### src/rtl/riscv_v_v2i_writeback_if.sv
// Handshake bundle for the v2i writeback block: issue dispatch, result arrival
// from the permutation ALU, and the scalar regfile writeback port.
interface riscv_v_v2i_writeback_if #(
  parameter int unsigned DATA_WIDTH = 32,
  parameter int unsigned RD_WIDTH   = 5
);
  logic                  issue_valid;
  logic [RD_WIDTH-1:0]   issue_rd;
  logic                  issue_ready;
  logic                  res_valid;
  logic [RD_WIDTH-1:0]   res_rd;
  logic [DATA_WIDTH-1:0] res_data;
  logic                  wb_valid;
  logic [RD_WIDTH-1:0]   wb_rd;
  logic [DATA_WIDTH-1:0] wb_data;
  logic                  wb_ready;

  modport master (
    output issue_valid, issue_rd, res_valid, res_rd, res_data, wb_ready,
    input  issue_ready, wb_valid, wb_rd, wb_data
  );

  modport slave (
    input  issue_valid, issue_rd, res_valid, res_rd, res_data, wb_ready,
    output issue_ready, wb_valid, wb_rd, wb_data
  );
endinterface

### src/rtl/riscv_v_v2i_writeback.sv
// Scalar return path for vmv.x.s results: in-order result FIFO, issue credit
// counter and pending-rd scoreboard for scalar hazard stalls.
module riscv_v_v2i_writeback #(
  parameter int unsigned DEPTH      = 4,
  parameter int unsigned DATA_WIDTH = 32,
  parameter int unsigned RD_WIDTH   = 5
) (
  input  logic                       clk,
  input  logic                       rst_n,
  input  logic                       flush,
  riscv_v_v2i_writeback_if.slave     bus,
  output logic [2**RD_WIDTH-1:0]     pending_rd,
  output logic [$clog2(DEPTH+1)-1:0] outstanding,
  output logic                       err_overflow
);
  localparam int unsigned PW = $clog2(DEPTH);
  localparam int unsigned CW = $clog2(DEPTH+1);
  localparam int unsigned EW = RD_WIDTH + DATA_WIDTH;
  localparam logic [CW-1:0] FULL_COUNT = CW'(DEPTH);

  logic [EW-1:0]           mem [DEPTH];
  logic [EW-1:0]           head;
  logic [PW-1:0]           wr_ptr, rd_ptr;
  logic [CW-1:0]           count, outstanding_next;
  logic [2**RD_WIDTH-1:0]  set_mask, clr_mask;
  logic full, empty, issue_fire, pop, res_live, push, drop, res_dec;

  assign full  = (count == FULL_COUNT);
  assign empty = (count == '0);
  assign head  = mem[rd_ptr];

  // Head fields are forced to zero when empty so stale storage never leaks out
  assign bus.wb_valid = !empty;
  assign bus.wb_rd    = empty ? '0 : head[EW-1:DATA_WIDTH];
  assign bus.wb_data  = empty ? '0 : head[DATA_WIDTH-1:0];

  assign bus.issue_ready = !flush && (outstanding < FULL_COUNT) && !pending_rd[bus.issue_rd];
  assign issue_fire = bus.issue_valid && bus.issue_ready;
  assign pop        = bus.wb_valid && bus.wb_ready;

  // Results with no outstanding op are ignored, but a full-FIFO arrival still flags overflow
  assign res_live = bus.res_valid && (outstanding != '0);
  assign drop     = bus.res_valid && (bus.res_rd != '0) && full && !pop && !flush;
  assign push     = res_live && (bus.res_rd != '0) && !drop;
  assign res_dec  = res_live && ((bus.res_rd == '0) || drop);

  always_comb begin
    logic [CW:0] up;
    logic [CW:0] dn;
    up = {1'b0, outstanding} + (CW+1)'(issue_fire);
    dn = (CW+1)'(pop) + (CW+1)'(res_dec);
    outstanding_next = (up > dn) ? CW'(up - dn) : '0;
  end

  always_comb begin
    set_mask = '0;
    clr_mask = '0;
    if (issue_fire && (bus.issue_rd != '0)) set_mask[bus.issue_rd] = 1'b1;
    if (pop) clr_mask[bus.wb_rd] = 1'b1;
  end

  always_ff @(posedge clk or negedge rst_n) begin
    if (!rst_n) begin
      wr_ptr       <= '0;
      rd_ptr       <= '0;
      count        <= '0;
      outstanding  <= '0;
      pending_rd   <= '0;
      err_overflow <= 1'b0;
    end else begin
      if (drop) err_overflow <= 1'b1;
      if (flush) begin
        wr_ptr      <= '0;
        rd_ptr      <= '0;
        count       <= '0;
        outstanding <= '0;
        pending_rd  <= '0;
      end else begin
        if (push) wr_ptr <= wr_ptr + PW'(1);
        if (pop)  rd_ptr <= rd_ptr + PW'(1);
        count       <= count + CW'(push) - CW'(pop);
        outstanding <= outstanding_next;
        pending_rd  <= (pending_rd | set_mask) & ~clr_mask;
      end
    end
  end

  always_ff @(posedge clk) begin
    if (push && !flush) mem[wr_ptr] <= {bus.res_rd, bus.res_data};
  end
endmodule
### src/flat_wrapper.sv
// flat-port wrapper written by rule: the top's interface ports become plain ports
module riscv_v_v2i_writeback_flat 
#(
  parameter int unsigned DEPTH      = 4,
  parameter int unsigned DATA_WIDTH = 32,
  parameter int unsigned RD_WIDTH   = 5
)
  (clk, rst_n, flush, pending_rd, outstanding, err_overflow, bus_issue_valid, bus_issue_rd, bus_res_valid, bus_res_rd, bus_res_data, bus_wb_ready, bus_issue_ready, bus_wb_valid, bus_wb_rd, bus_wb_data);
  riscv_v_v2i_writeback_if #(.DATA_WIDTH(DATA_WIDTH), .RD_WIDTH(RD_WIDTH)) bus_i ();
  input  logic clk;
  input  logic rst_n;
  input  logic flush;
  output logic [2**RD_WIDTH-1:0] pending_rd;
  output logic [$clog2(DEPTH+1)-1:0] outstanding;
  output logic err_overflow;
  input wire logic [$bits(bus_i.issue_valid)-1:0] bus_issue_valid;
  input wire logic [$bits(bus_i.issue_rd)-1:0] bus_issue_rd;
  input wire logic [$bits(bus_i.res_valid)-1:0] bus_res_valid;
  input wire logic [$bits(bus_i.res_rd)-1:0] bus_res_rd;
  input wire logic [$bits(bus_i.res_data)-1:0] bus_res_data;
  input wire logic [$bits(bus_i.wb_ready)-1:0] bus_wb_ready;
  output wire logic [$bits(bus_i.issue_ready)-1:0] bus_issue_ready;
  output wire logic [$bits(bus_i.wb_valid)-1:0] bus_wb_valid;
  output wire logic [$bits(bus_i.wb_rd)-1:0] bus_wb_rd;
  output wire logic [$bits(bus_i.wb_data)-1:0] bus_wb_data;
  assign bus_i.issue_valid = bus_issue_valid;
  assign bus_i.issue_rd = bus_issue_rd;
  assign bus_i.res_valid = bus_res_valid;
  assign bus_i.res_rd = bus_res_rd;
  assign bus_i.res_data = bus_res_data;
  assign bus_i.wb_ready = bus_wb_ready;
  assign bus_issue_ready = bus_i.issue_ready;
  assign bus_wb_valid = bus_i.wb_valid;
  assign bus_wb_rd = bus_i.wb_rd;
  assign bus_wb_data = bus_i.wb_data;
  riscv_v_v2i_writeback #(.DEPTH(DEPTH), .DATA_WIDTH(DATA_WIDTH), .RD_WIDTH(RD_WIDTH)) u_core (.clk(clk), .rst_n(rst_n), .flush(flush), .bus(bus_i), .pending_rd(pending_rd), .outstanding(outstanding), .err_overflow(err_overflow));
endmodule
### config.mk
export PLATFORM = sky130hd
export DESIGN_NAME = riscv_v_v2i_writeback_flat
export DESIGN_NICKNAME = d
export VERILOG_FILES = /design/src/rtl/riscv_v_v2i_writeback_if.sv /design/src/rtl/riscv_v_v2i_writeback.sv /design/src/flat_wrapper.sv
export SDC_FILE = /design/constraint.sdc
export NUM_CORES = 1
export LEC_CHECK = 0
export CELL_PAD_IN_SITES_DETAIL_PLACEMENT = 1
export CELL_PAD_IN_SITES_GLOBAL_PLACEMENT = 2
export CORE_MARGIN = 4
export CORE_UTILIZATION = 35
export CTS_CLUSTER_SIZE = 16
export DETAILED_ROUTE_END_ITERATION = 8
export GPL_TIMING_DRIVEN = 0
export PLACE_DENSITY = 0.83
export SLEW_MARGIN = 20
export SYNTH_ARGS = -nofsm -noshare
export SYNTH_HDL_FRONTEND = slang
export SYNTH_SLANG_ARGS = --single-unit
### constraint.sdc
create_clock -name clk -period 3.1 [get_ports clk]
set_input_delay 0.775 -clock clk [delete_from_list [all_inputs] [get_ports clk]]
set_output_delay 0.775 -clock clk [all_outputs]
set_load 0.05 [all_outputs]
# Word level (Yosys, flattened, before mapping)
# Memory sizes are Yosys's and may differ from the RTL's.
# Cells that the tools add are included.
totals:
  regBits: 43
  inputBits: 48
  ramBits: 148
  word_cells: 73
  memories: 1
  out_inout_bits: 75
memory_table:
  columns: ["name", "depth", "word_bits", "rd", "rd_clocked_by_memory_dff", "wr", "line", "rtl"]
  rows:
  - ["u_core.mem", 4, 37, 1, 0, 1, "riscv_v_v2i_writeback.sv:21", "logic [EW-1:0] mem [DEPTH];"]
op_classes:
  eq_ne: 1
  bitwise_logic: 3
  add_sub_neg: 7
  n_reduce_logical: 29
  order_cmp: 6
  n_mux: 20
ops:
  columns: ["operator", "count"]
  rows:
  - ["$mux 32", 4]
  - ["$and 32x32->32", 1]
  - ["$not 32->32", 1]
  - ["$or 32x32->32", 1]
  - ["$logic_and 1x1->1", 16]
  - ["$lt 5x6->1 const B", 2]
  - ["$demux 1 s5", 2]
  - ["$ge 5x1->1 const B", 2]
  - ["$reduce_bool 5->1", 2]
  - ["$mux 3", 3]
  - ["$mux 2", 4]
  - ["$bmux 1 s5", 1]
  - ["$logic_not 1->1", 5]
  - ["$logic_not 5->1", 1]
  - ["$mux 1", 5]
  - ["$mux 5", 1]
  - ["$add 2x1->2 const B", 2]
  - ["$add 3x1->4", 1]
  - ["$gt 4x2->1", 1]
  - ["$reduce_bool 2->1", 2]
  - ["$add 3x1->3", 1]
  - ["$eq 3x3->1 const B", 1]
  - ["$logic_not 3->1", 1]
  - ["$lt 3x3->1 const B", 1]
  - ["5 further kinds", 5]

# Longest topological paths before layout
# Gate-level depths: netlist of run 1.
depth:
  word_depth: 12
  ltp_mapped: 14
  ltp_nobuf: 12

# Least setup slack after synthesis of run 1
# No wires, ideal clock.
synth_timing:
  path_kind: "input-to-reg"
  startpoint: "input bus_issue_rd[0]"
  endpoint: "register u_core.outstanding[2]"
  n_path_buf: 1
  setup_time_ns: 0.072
  setup_slack_ns: -0.992
  arrival_time_ns: 4.019
  required_time_ns: 3.028
  stages: 13
  cell_sequence: "buf_6 mux2_1 a22oi_2 o2111ai_2 nor4_4 and2_2 ha_1 ha_1 inv_1 fa_1 a21o_1 a21o_1 nor2_1"
synth_between:
  elab_chain_cells: 9
  word_cells_on_any_way: 10
  cone_classes: "add/sub (2); order compare (1); mux (4); reduce/logical (3)"
synth_rtl:
  columns: ["item", "line", "rtl"]
  rows:
  - ["start: declaration", "flat_wrapper.sv:17", "input wire logic [$bits(bus_i.issue_rd)-1:0] bus_issue_rd;"]
  - ["$bmux 1 s5 (*)", "riscv_v_v2i_writeback.sv:37", "assign bus.issue_ready = !flush && (outstanding < FULL_COUNT) && !pending_rd[bus.issue_rd];"]
  - ["$mux 1 (not written as such) (*)", "riscv_v_v2i_writeback.sv:37", null]
  - ["$logic_not 1->1 (*)", "riscv_v_v2i_writeback.sv:37", null]
  - ["$logic_and 1x1->1 (*)", "riscv_v_v2i_writeback.sv:37", null]
  - ["via bus_issue_ready", "flat_wrapper.sv:22", "output wire logic [$bits(bus_i.issue_ready)-1:0] bus_issue_ready;"]
  - ["$logic_and 1x1->1 (*)", "riscv_v_v2i_writeback.sv:38", "assign issue_fire = bus.issue_valid && bus.issue_ready;"]
  - ["$add 3x1->4 (*)", "riscv_v_v2i_writeback.sv:50", "up = {1'b0, outstanding} + (CW+1)'(issue_fire);"]
  - ["$gt 4x2->1 / $sub 3x3->3 (equally long branches)", "riscv_v_v2i_writeback.sv:52", "outstanding_next = (up > dn) ? CW'(up - dn) : '0;"]
  - ["$mux 3 (*)", "riscv_v_v2i_writeback.sv:52", null]
  - ["$mux 3 (*)", "riscv_v_v2i_writeback.sv:72", "if (flush) begin"]
  - ["end signal: assignment", "riscv_v_v2i_writeback.sv:82", "outstanding <= outstanding_next;"]
  - ["end: declaration", "riscv_v_v2i_writeback.sv:13", "output logic [$clog2(DEPTH+1)-1:0] outstanding,"]
# Mark *: on every way through the listed nets, which the timed path passes. The rest lies on a longest branch. The select of a mux whose other input is x is not followed.
# A chain may end at the register's enable or synchronous reset.

# Final worst setup path of run 1
layout_timing:
  startpoint: "input bus_issue_rd[0]"
  endpoint: "register u_core.outstanding[0]"
layout_between:
  elab_chain_cells: 9
  word_cells_on_any_way: 10
  cone_classes: "add/sub (2); order compare (1); mux (4); reduce/logical (3)"
layout_rtl:
  columns: ["item", "line"]
  rows:
  - ["$bmux 1 s5 (*)", "riscv_v_v2i_writeback.sv:37"]
  - ["$mux 1 (not written as such) (*)", "riscv_v_v2i_writeback.sv:37"]
  - ["$logic_not 1->1 (*)", "riscv_v_v2i_writeback.sv:37"]
  - ["$logic_and 1x1->1 (*)", "riscv_v_v2i_writeback.sv:37"]
  - ["$logic_and 1x1->1 (*)", "riscv_v_v2i_writeback.sv:38"]
  - ["$add 3x1->4 (*)", "riscv_v_v2i_writeback.sv:50"]
  - ["$gt 4x2->1 / $sub 3x3->3 (equally long branches)", "riscv_v_v2i_writeback.sv:52"]
  - ["$mux 3 (*)", "riscv_v_v2i_writeback.sv:52"]
  - ["$mux 3 (*)", "riscv_v_v2i_writeback.sv:72"]
# Mark *: on every way between the ends. The rest lies on a longest branch, timed or not. The select of a mux whose other input is x is not followed.

==> summary.txt, run 1 <==
Outcome
  • Status: finished, final reports clean

Final layout
  • Final nets: around 760
  • Area growth syn-to-layout: 28.8%
  • Multi-input logic area: 2940 um^2
  • Register area: roughly 5500 um^2
  • Final Cell Area: ~11000 um^2
  • Layout cell share with drive strength beyond 1: 28.8%
  • Final core occ: between 40% and 50%
  • Fillers: between 2000 and 2500

Logic synthesis
  • Synth warnings: 0
  • Mapped cell area: ~8500 um^2
  • Post-synth EDFFs: roughly 150
  • Synth Instances: roughly 550
  • Xor-xnor portion of the synthesized cell area: 0.718%
  • Complex-gate fraction of the synthesized area: under 10%
  • Cell taking the most area after synthesis: edfxtp_1
  • Sequential area share after synthesis: between 60 and 70%
  • Largest family of logic cells by synthesized area: multiplexers
  • Avg Cell Area, Syn: around 16 um^2
  • Syn Nets: just over 600
  • Adder-cell share of the synthesized area: between 2 and 2.5%
  • Largest cells by area after synthesis: edfxtp_1, dfrtp_1, mux4_2, a2111oi_2, nor2_1
  • Simple-gate share of the synthesized area: a little over a tenth
  • Synth top area share: about 52%
  • Post-synth top cells: edfxtp_1, nor2_1, dfrtp_1
  • Seq cells post-synth: around 190
  • Share of synthesized registers carrying an async set or reset: a little under a quarter
  • Mux contribution to synthesized area: a little under an eighth
  • Count of cell types in the netlist: 55
  • Most used flip-flop cell after synthesis: edfxtp_1
  • Count leader, synth: edfxtp_1

Setup path
  • Critical R2R Launch: u_core.pending_rd[23]
  • Critical path required time: ~3.5 ns
  • Setup crit start kind: input port
  • Element type at the critical path end: flop
  • Worst Path Arrival: roughly 3.4 ns
  • Crit Path Category: input port to flop
  • Reg2Reg Setup Slack: 0.10 ns
  • Worst R2R Path Depth: 12
  • Worst-path maximum fanout: 5
  • Reg-to-Reg End: u_core.outstanding[0]

Clocking
  • Cts hold-fix bufs: 0
  • Reg clk slew, reported paths: around 0.08 ns
  • H-tree Lvls: 4
  • TritonCTS Sinks: 191
  • CTS tree: built
  • TritonCTS buffer count: 17
  • Root Driver: clkbuf_16
  • CTS max path bufs: 2
  • Clock latency on the worst-skew pair: approximately 0.43 ns

Power
  • Pwr/cell area: 761 nW/um^2
  • Seq pwr share: a little over a third
  • Cell Int Power: 5.05 mW
  • Sw Share: approximately 40%
  • Worst-case vdd ir drop: 0.000652 V
  • Comb pwr share: a little under two fifths
  • P_leak: around 3.8 nW
  • Net Switching: around 3.3 mW
  • Part of the power in the clock network: about a quarter

Drt
  • DR WL/cell: between 20 and 25 um
  • Initial DRT Pass Iterations: 4
  • # DRC: 0
  • Via Count: approximately 5200
  • 1st-iter DRT viols: approximately 230
  • Post-route ant nets: 0
  • Post-Route WL: ~22000 um
  • Via/cell ratio: 5.07

Global routing
  • Largest net degree at the start of global routing: 38
  • First-pass GRT wire length: ~34000 um
  • Vias in the first global route: between 5000 and 6000
  • Grt ovf: 0
  • Initial antenna violation count: 2
  • All-Layer GR Usage: between 15 and 20%

Timing
  • Fin. max-slew vios: 0
  • Tightest Pin Transition: 0.813 ns
  • Setup Viol. Count Final: 0
  • Final min period: slightly above 3 ns
  • Fin crit share: 98.3%
  • Final Hold Fails: 0
  • Setup Skew: 0.0125 ns
  • Hold_ws: just under 0.4 ns
  • RSZ-0062 raised after global routing: yes
  • Fmax: 0.328 GHz
  • Max-slew headroom: a little under half

Worst hold path
  • Hold Crit Class: input port to asynchronous set/reset pin

Placed design
  • GPL Wtd Cong: between 0.8 and 0.9
  • Number of buffers added on ports: between 100 and 150
  • Placed Area: 10200 um^2
  • Dpl hpwl: ~15000 um

Floorplanning
  • Chip width: roughly 160 um
  • Core area: between 20000 and 25000 um^2
  • Initial Utilization: 36.0%
  • Chip Height: 164 um
  • I/O pins: ~120
  • Row count: 56
  • Die area: 27000 um^2

Run
  • Max-Cap Viols: 0
==> routing by layer <==
layer	up-vias	wire, um	track usage [%]
met5	-	21	0
met3	24	1230	4.42
li1	2371	-	-
met2	133	10800	28.0
met4	4	264	4.35
met1	2708	9510	21.3
==> how the worst max path moves through the flow <==
stage | from | end | slack, ns
global placement | bus_issue_rd[1] | bus_issue_ready | -1.43
finish | bus_issue_rd[0] | u_core.outstanding[0] | 0.05
global route | bus_issue_rd[0] | u_core.outstanding[0] | -0.07
floorplan | bus_issue_rd[0] | u_core.outstanding[1] | -0.85
CTS | bus_res_rd[2] | u_core.mem[0][6] | -0.26
detailed placement | bus_issue_rd[4] | bus_issue_ready | -1.46
==> cells by family after synthesis <==
family          Yosys count
compound gates           46
xor+xnor                  7
fa+ha+maj                13
buf+inv                  63
flops                   191
mux                      53
simple gates            173
==> layout by cell type (no fill, tap or decap), types with 3 or more instances in the layout <==
cell and instances:
and2_1 38, ha_1 8, clkdlybuf4s15_2 5, nand2_1 13, o221a_1 6, clkinv_8 7, ha_4 3, buf_8 3
nor3_1 3, mux2i_1 8, buf_4 10, dfrtp_1 42, inv_8 3, a2111oi_2 24, xnor2_1 5, dlygate4sd2_1 5
nor2b_1 5, clkbuf_1 6, clkbuf_16 18, edfxtp_1 148, buf_2 37, mux4_2 38, clkbuf_4 4, buf_6 5
clkdlybuf4s50_1 76, and2_4 9, mux2_2 4, inv_1 37, nor2_1 84
==> registers in the layout, summed over array words and instances (netlist names) <==
signal and count:
u_core.rd_ptr 2, u_core.pending_rd 32, u_core.err_overflow 1, u_core.mem 148, u_core.outstanding 3, u_core.wr_ptr 2
u_core.count 3
==> stage by stage <==
| step | cells | total power, mW | setup WS [ns] | setup TNS [ns] |
|---|---|---|---|---|
| floorplan | 546 | 5.22 | -0.850 | -7.08 |
| global placement | 985 | 6.30 | -1.43 | -136.16 |
| detailed placement | 986 | 6.35 | -1.46 | -144.81 |
| CTS | 1024 | 8.52 | -0.262 | -35.02 |
| global route | 1032 | 8.81 | -0.0682 | -0.169 |
| finish | 1033 | 8.37 | 0.0524 | 0 |
==> timing repair <==
action / 4_1_cts / 5_1_grt
pin swaps: 3 / 7
buffers inserted: 6 / 3
setup endpoints to repair: 220 / 182
hold endpoints to repair: 0 / 0
gates cloned: 0 / 5
resized for setup: 204 / 53
==> critical path, cell delays in order <==
cell and delay [ns]:
buf_12 0.11, mux4_2 0.53, o21a_4 0.23, nor4_4 0.30
buf_4 0.17, and2_4 0.14, ha_4 0.12, inv_2 0.04
ha_4 0.15, fa_2 0.39, a21o_1 0.16, a21o_1 0.18
nor2_1 0.09
==> power groups by stage <==
stage	clock network (mW)	registers [mW]	logic, mW
finish	2.23	2.95	3.19
global route	2.41	2.96	3.44
CTS	2.30	2.95	3.27
detailed placement	0	3.00	3.35
global placement	0	2.99	3.31
floorplan	0	3.04	2.18
==> layout make-up <==
class / instances / share of cell area, %
clock buffer: 17 / 3.87
clock inverter: 15 / 1.84
multi-input combinational: 296 / 26.7
antenna: 1 / 0.0227
timing repair buffer: 131 / 10.5
sequential: 191 / 50.2
inverter: 38 / 1.30
buffer: 25 / 1.92
tap: 319 / 3.63
(Power assumes the default switching activity.)
==> run 2: changes to the inputs <==
--- a/config.mk
+++ b/config.mk
@@ -9,11 +9,10 @@
 export CELL_PAD_IN_SITES_GLOBAL_PLACEMENT = 2
 export CORE_MARGIN = 4
 export CORE_UTILIZATION = 35
-export CTS_CLUSTER_SIZE = 16
+export CTS_CLUSTER_SIZE = 24
 export DETAILED_ROUTE_END_ITERATION = 8
 export GPL_TIMING_DRIVEN = 0
 export PLACE_DENSITY = 0.83
-export SLEW_MARGIN = 20
 export SYNTH_ARGS = -nofsm -noshare
 export SYNTH_HDL_FRONTEND = slang
 export SYNTH_SLANG_ARGS = --single-unit
==> constraint.sdc (replaced) <==
create_clock -name clk -period 2.5 [get_ports clk]
set_input_delay 0.625 -clock clk [delete_from_list [all_inputs] [get_ports clk]]
set_output_delay 0.625 -clock clk [all_outputs]
set_load 0.05 [all_outputs]
==> summary.txt, run 2 (same netlist as run 1, synthesis figures left out) <==
Outcome
  • Status: finished, violations left
  • Failing checks: setup timing

Clocking
  • TritonCTS Sinks: ~190
  • TritonCTS buffer count: 17
  • Reg clk slew, reported paths: about 0.080 ns
  • CTS max path bufs: 2
  • CTS tree: built
  • Root Driver: clkbuf_16
  • Clock latency on the worst-skew pair: roughly 0.43 ns
  • H-tree Lvls: 4

Timing
  • Fin. max-slew vios: 0
  • Max-slew headroom: under 10%
  • Post-route setup slack: -0.454 ns
  • Fmax: roughly 0.34 GHz
  • RSZ-0062 raised after global routing: yes
  • Hold_ws: around 0.080 ns
  • Setup Skew: ~0.01 ns
  • Fin crit share: 118%
  • Tightest Pin Transition: approximately 1.4 ns
  • Final TNS setup: -34.96 ns
  • Setup Viol. Count Final: approximately 200
  • Final min period: 2.95 ns
  • Final Hold Fails: 0

Placed design
  • GPL Wtd Cong: just over 0.8
  • Number of buffers added on ports: 120
  • Dpl hpwl: approximately 15000 um
  • Placed Area: between 10000 and 15000 um^2

Floorplanning
  • Chip width: approximately 160 um
  • Core area: between 20000 and 25000 um^2
  • Row count: 56
  • Die area: roughly 27000 um^2
  • I/O pins: ~120
  • Initial Utilization: between 30% and 40%
  • Chip Height: between 150 and 200 um

Final layout
  • Layout cell share with drive strength beyond 1: 39.6%
  • Final nets: approximately 810
  • Fillers: 2247
  • Commonest cells after routing, fill and taps aside: edfxtp_1, nor2_1, clkdlybuf4s50_1, and2_4, dfrtp_1
  • Top Registers: u_core.mem (148), u_core.pending_rd (32)
  • Area growth syn-to-layout: 43.5%
  • Max FFs per register: ~150
  • ANT cells: 0
  • Commonest non-fill, non-tap cell in the layout: edfxtp_1
  • Final Cell Area: between 10000 and 15000 um^2
  • Final core occ: around 52%
  • Largest register by flop count: u_core.mem
  • Register area: 5520 um^2
  • Multi-input logic area: between 3000 and 4000 um^2

Global routing
  • All-Layer GR Usage: a little under a fifth
  • Grt ovf: 0
  • Largest net degree at the start of global routing: 38
  • Vias in the first global route: 6153
  • First-pass GRT wire length: between 30000 and 40000 um
  • Initial antenna violation count: 0

Setup path
  • Element type at the critical path end: flop
  • Setup crit start kind: flop
  • Crit path capture: u_core.outstanding[2]
  • Worst Path Arrival: roughly 3.3 ns
  • Reg2Reg Setup Slack: -0.45 ns
  • Worst-path maximum fanout: 3
  • Worst R2R Path Depth: 11
  • Critical R2R Launch: u_core.pending_rd[23]
  • Reg-to-Reg End: u_core.outstanding[2]
  • Crit Path Category: flop to flop
  • Critical path required time: between 2 and 3 ns
  • Critical Path Source: u_core.pending_rd[23]

Power
  • Part of the power in the clock network: approximately 23%
  • Seq pwr share: around 30%
  • Worst-case vdd ir drop: slightly above 0.0009 V
  • Cell Int Power: roughly 7.7 mW
  • Sw Share: a little under two fifths
  • P_leak: 4.30 nW
  • Pwr/cell area: approximately 1000 nW/um^2
  • Net Switching: between 4 and 5 mW
  • Comb pwr share: 47.8%
  • Total power: 12.3 mW

Worst hold path
  • Hold Crit Class: input port to asynchronous set/reset pin

Run
  • Max-Cap Viols: 0

Drt
  • # DRC: 0
  • Post-Route WL: 25200 um
  • 1st-iter DRT viols: 311
  • DR WL/cell: between 20 and 25 um
  • Via Count: between 5000 and 6000
  • Initial DRT Pass Iterations: 4
  • Via/cell ratio: 5.16
  • Post-route ant nets: 0
## run 2: area by class of cell
class	instances	share of cell area [%]
clock buffers	18	3.50
repair buffers	184	17.0
flip-flops and latches	191	45.0
multi-input cells	296	26.3
clock inverters	14	1.51
plain buffers	24	2.19
inverters	38	1.16
well taps	319	3.26
## run 2: worst min-delay path by stage
| stage | startpoint | endpoint | slack (ns) | cells past startpoint |
|---|---|---|---|---|
| final | rst_n | u_core.pending_rd[19] | 0.08 | 1 |
| after global routing | rst_n | u_core.pending_rd[19] | 0.08 | 1 |
| after CTS | rst_n | u_core.pending_rd[19] | 0.07 | 1 |
| after detailed placement | u_core.err_overflow | u_core.err_overflow | 0.46 | 1 |
| after global placement | u_core.err_overflow | u_core.err_overflow | 0.46 | 1 |
| after floorplan | rst_n | u_core.count[0] | 0.33 | 0 |
## run 2: metal layers
layer	wire length, um	vias to the layer above	GRT usage [%]	share of wire (%)
met3	1640	45	4.69	6.5
met5	0	-	0	0
met1	10200	2889	23.1	40
li1	-	2467	-	-
met2	12700	195	31.2	50
met4	678	0	5.60	2.7
## run 2: through the flow
stage | std cells | setup WS [ns]
6_report | 1084 | -0.454
5_1_grt | 1084 | -0.557
4_1_cts | 1063 | -0.520
3_5_place_dp | 986 | -1.77
3_3_place_gp | 985 | -1.72
2_1_floorplan | 546 | -1.30
## run 2: worst max-delay path, cell delays in order (launching register included)
cell     delay, ns
dfrtp_1       0.39
mux4_2        0.52
o21a_4        0.23
nor4_4        0.37
and2_4        0.23
ha_4          0.14
ha_4          0.13
inv_2         0.04
fa_2          0.39
a21o_1        0.17
a21o_1        0.18
nor2_1        0.10
## run 2: what timing repair did
item / in CTS / in global routing
hold buffers: 0 / 0
buffers inserted: 41 / 26
pin swaps: 30 / 33
gates resized for setup: 402 / 78
setup endpoints to repair: 221 / 221
cloned: 5 / 2
## run 2: power groups by stage
stage          combinational (mW)  sequential (mW)  clock (mW)
2_1_floorplan                2.72             3.77           0
3_3_place_gp                 4.11             3.70           0
3_5_place_dp                 4.17             3.72           0
4_1_cts                      5.65             3.65        2.81
5_1_grt                      6.20             3.66        2.98
6_report                     5.89             3.65        2.78
==> run 3: changes to the inputs <==
--- a/config.mk
+++ b/config.mk
@@ -12,7 +12,8 @@
 export CTS_CLUSTER_SIZE = 24
 export DETAILED_ROUTE_END_ITERATION = 8
 export GPL_TIMING_DRIVEN = 0
-export PLACE_DENSITY = 0.83
+export PLACE_DENSITY_LB_ADDON = 0.1
+export RECOVER_POWER = 25
 export SYNTH_ARGS = -nofsm -noshare
 export SYNTH_HDL_FRONTEND = slang
 export SYNTH_SLANG_ARGS = --single-unit
==> summary.txt, run 3 (same netlist as run 1, synthesis figures left out) <==
Clocking
  • H-tree Lvls: 4
  • CTS max path bufs: 2
  • Root Driver: clkbuf_16
  • Reg clk slew, reported paths: about 0.08 ns
  • Clock latency on the worst-skew pair: ~0.44 ns
  • CTS tree: built
  • TritonCTS buffer count: 17
  • TritonCTS Sinks: 191

Drt
  • # DRC: 0
  • Post-Route WL: between 20000 and 25000 um
  • Post-route ant nets: 0
  • Via/cell ratio: 5.02
  • DR WL/cell: ~21 um
  • 1st-iter DRT viols: approximately 250
  • Initial DRT Pass Iterations: 4
  • Via Count: ~5400

Timing
  • Final TNS setup: -35.84 ns
  • Final Hold Fails: 0
  • Setup Viol. Count Final: between 150 and 200
  • Hold_ws: ~0.12 ns
  • Setup Skew: 0.0165 ns
  • Post-route setup slack: -0.436 ns
  • Fmax: between 0.3 and 0.4 GHz
  • Max-slew headroom: between 10% and 20%
  • Tightest Pin Transition: around 1.2 ns
  • Fin crit share: 117%
  • RSZ-0062 raised after global routing: yes
  • Final min period: between 2 and 3 ns
  • Fin. max-slew vios: 0

Setup path
  • Reg2Reg Setup Slack: -0.44 ns
  • Worst-path maximum fanout: 3
  • Reg-to-Reg End: u_core.outstanding[1]
  • Setup crit start kind: flop
  • Element type at the critical path end: flop
  • Worst R2R Path Depth: 12
  • Critical path required time: 2.88 ns
  • Worst Path Arrival: 3.31 ns
  • Crit Path Category: flop to flop
  • Critical R2R Launch: u_core.pending_rd[3]

Power
  • Pwr/cell area: 1010 nW/um^2
  • Worst-case vdd ir drop: 0.000620 V
  • P_leak: roughly 4.3 nW

Global routing
  • Largest net degree at the start of global routing: 36
  • Vias in the first global route: ~6000
  • First-pass GRT wire length: ~35000 um
  • Grt ovf: 0
  • All-Layer GR Usage: between 10% and 20%
  • Initial antenna violation count: 0

Run
  • Max-Cap Viols: 0

Final layout
  • Top Registers: u_core.mem (148), u_core.pending_rd (32)
  • Max FFs per register: ~150
  • Final nets: between 800 and 900
  • Final core occ: about half
  • Fillers: roughly 2300
  • ANT cells: 0
  • Multi-input logic area: ~3200 um^2
  • Largest register by flop count: u_core.mem
  • Commonest non-fill, non-tap cell in the layout: edfxtp_1
  • Layout cell share with drive strength beyond 1: between 30% and 40%
  • Area growth syn-to-layout: 42.2%
  • Commonest cells after routing, fill and taps aside: edfxtp_1, nor2_1, clkdlybuf4s50_1, and2_4, dfrtp_1
  • Register area: between 5000 and 6000 um^2

Floorplanning
  • Row count: between 50 and 60
  • I/O pins: around 120
  • Core area: between 20000 and 25000 um^2
  • Die area: about 27000 um^2
  • Initial Utilization: approximately 36%
  • Chip width: about 160 um
  • Chip Height: 164 um

Outcome
  • Failing checks: setup timing
  • Status: finished, violations left

Placed design
  • Number of buffers added on ports: 120
  • Dpl hpwl: 14500 um
  • GPL Wtd Cong: 0.741

Worst hold path
  • Hold Crit Class: input port to asynchronous set/reset pin
-- run 3: cell count changes in the layout (fill, tap and decap cells not counted), sizes merged --
cell	delta
clkdlybuf4s50	-5
dlygate4sd3	+5
clkinv	-2
inv	+2
buf	-10
clkbuf	+4
-- run 3: worst max-delay path by stage --
| stage | from | end |
|---|---|---|
| floorplan | bus_issue_rd[0] | u_core.outstanding[1] |
| global placement | bus_issue_rd[2] | u_core.outstanding[1] |
| detailed placement | bus_issue_rd[2] | u_core.outstanding[1] |
| CTS | u_core.pending_rd[20] | u_core.outstanding[2] |
| global route | u_core.pending_rd[3] | u_core.outstanding[2] |
| finish | u_core.pending_rd[3] | u_core.outstanding[1] |
-- run 3: timing repair --
action                     4_1_cts  5_1_grt
hold endpoints to repair         0        0
resized for setup              395       83
buffers inserted                40       24
cloned                           8        0
hold buffers                     0        0
setup endpoints to repair      222      215
pin swaps                       22       31
-- run 3: routing by layer --
layer	GRT usage, %	part of all wire [%]	up-vias
met5	0	0	-
met4	4.65	1.5	0
met3	4.09	4.4	28
met2	31.5	54	111
met1	20.8	40	2820
li1	-	-	2450
-- run 3: power breakdown --
part           internal (mW)  total [mW]  switching (mW)
combinational           2.79        5.82            3.03
clock                   1.37        2.74            1.37
sequential              3.57        3.65          0.0880
-- run 3: cell type report --
type	count	share of cell area, %
Sequential cell	191	45.5
Buffer	22	1.99
Clock buffer	18	3.53
Timing Repair Buffer	180	16.7
Multi-Input combinational cell	296	26.4
Clock inverter	14	1.46
Inverter	38	1.17
Tap cell	319	3.29
-- run 3: metrics by stage --
stage / power [mW] / setup slack [ns] / cell area (um^2) / std cells
after floorplan: 6.49 / -1.30 / 8610 / 546
after global placement: 7.86 / -1.80 / 10200 / 985
after detailed placement: 7.90 / -1.85 / 10200 / 986
after CTS: 12.0 / -0.459 / 11700 / 1065
after global routing: 12.8 / -0.552 / 12100 / 1078
final: 12.2 / -0.436 / 12100 / 1078
-- run 3: critical path: stages, from the launching register on --
cell,delay [ns]
dfrtp_1,0.40
mux2_1,0.31
a22oi_2,0.30
o2111ai_4,0.15
nor4_4,0.30
and2_4,0.22
ha_4,0.12
inv_2,0.04
ha_4,0.15
fa_2,0.40
a21o_1,0.17
a21o_1,0.18
nor2_1,0.11
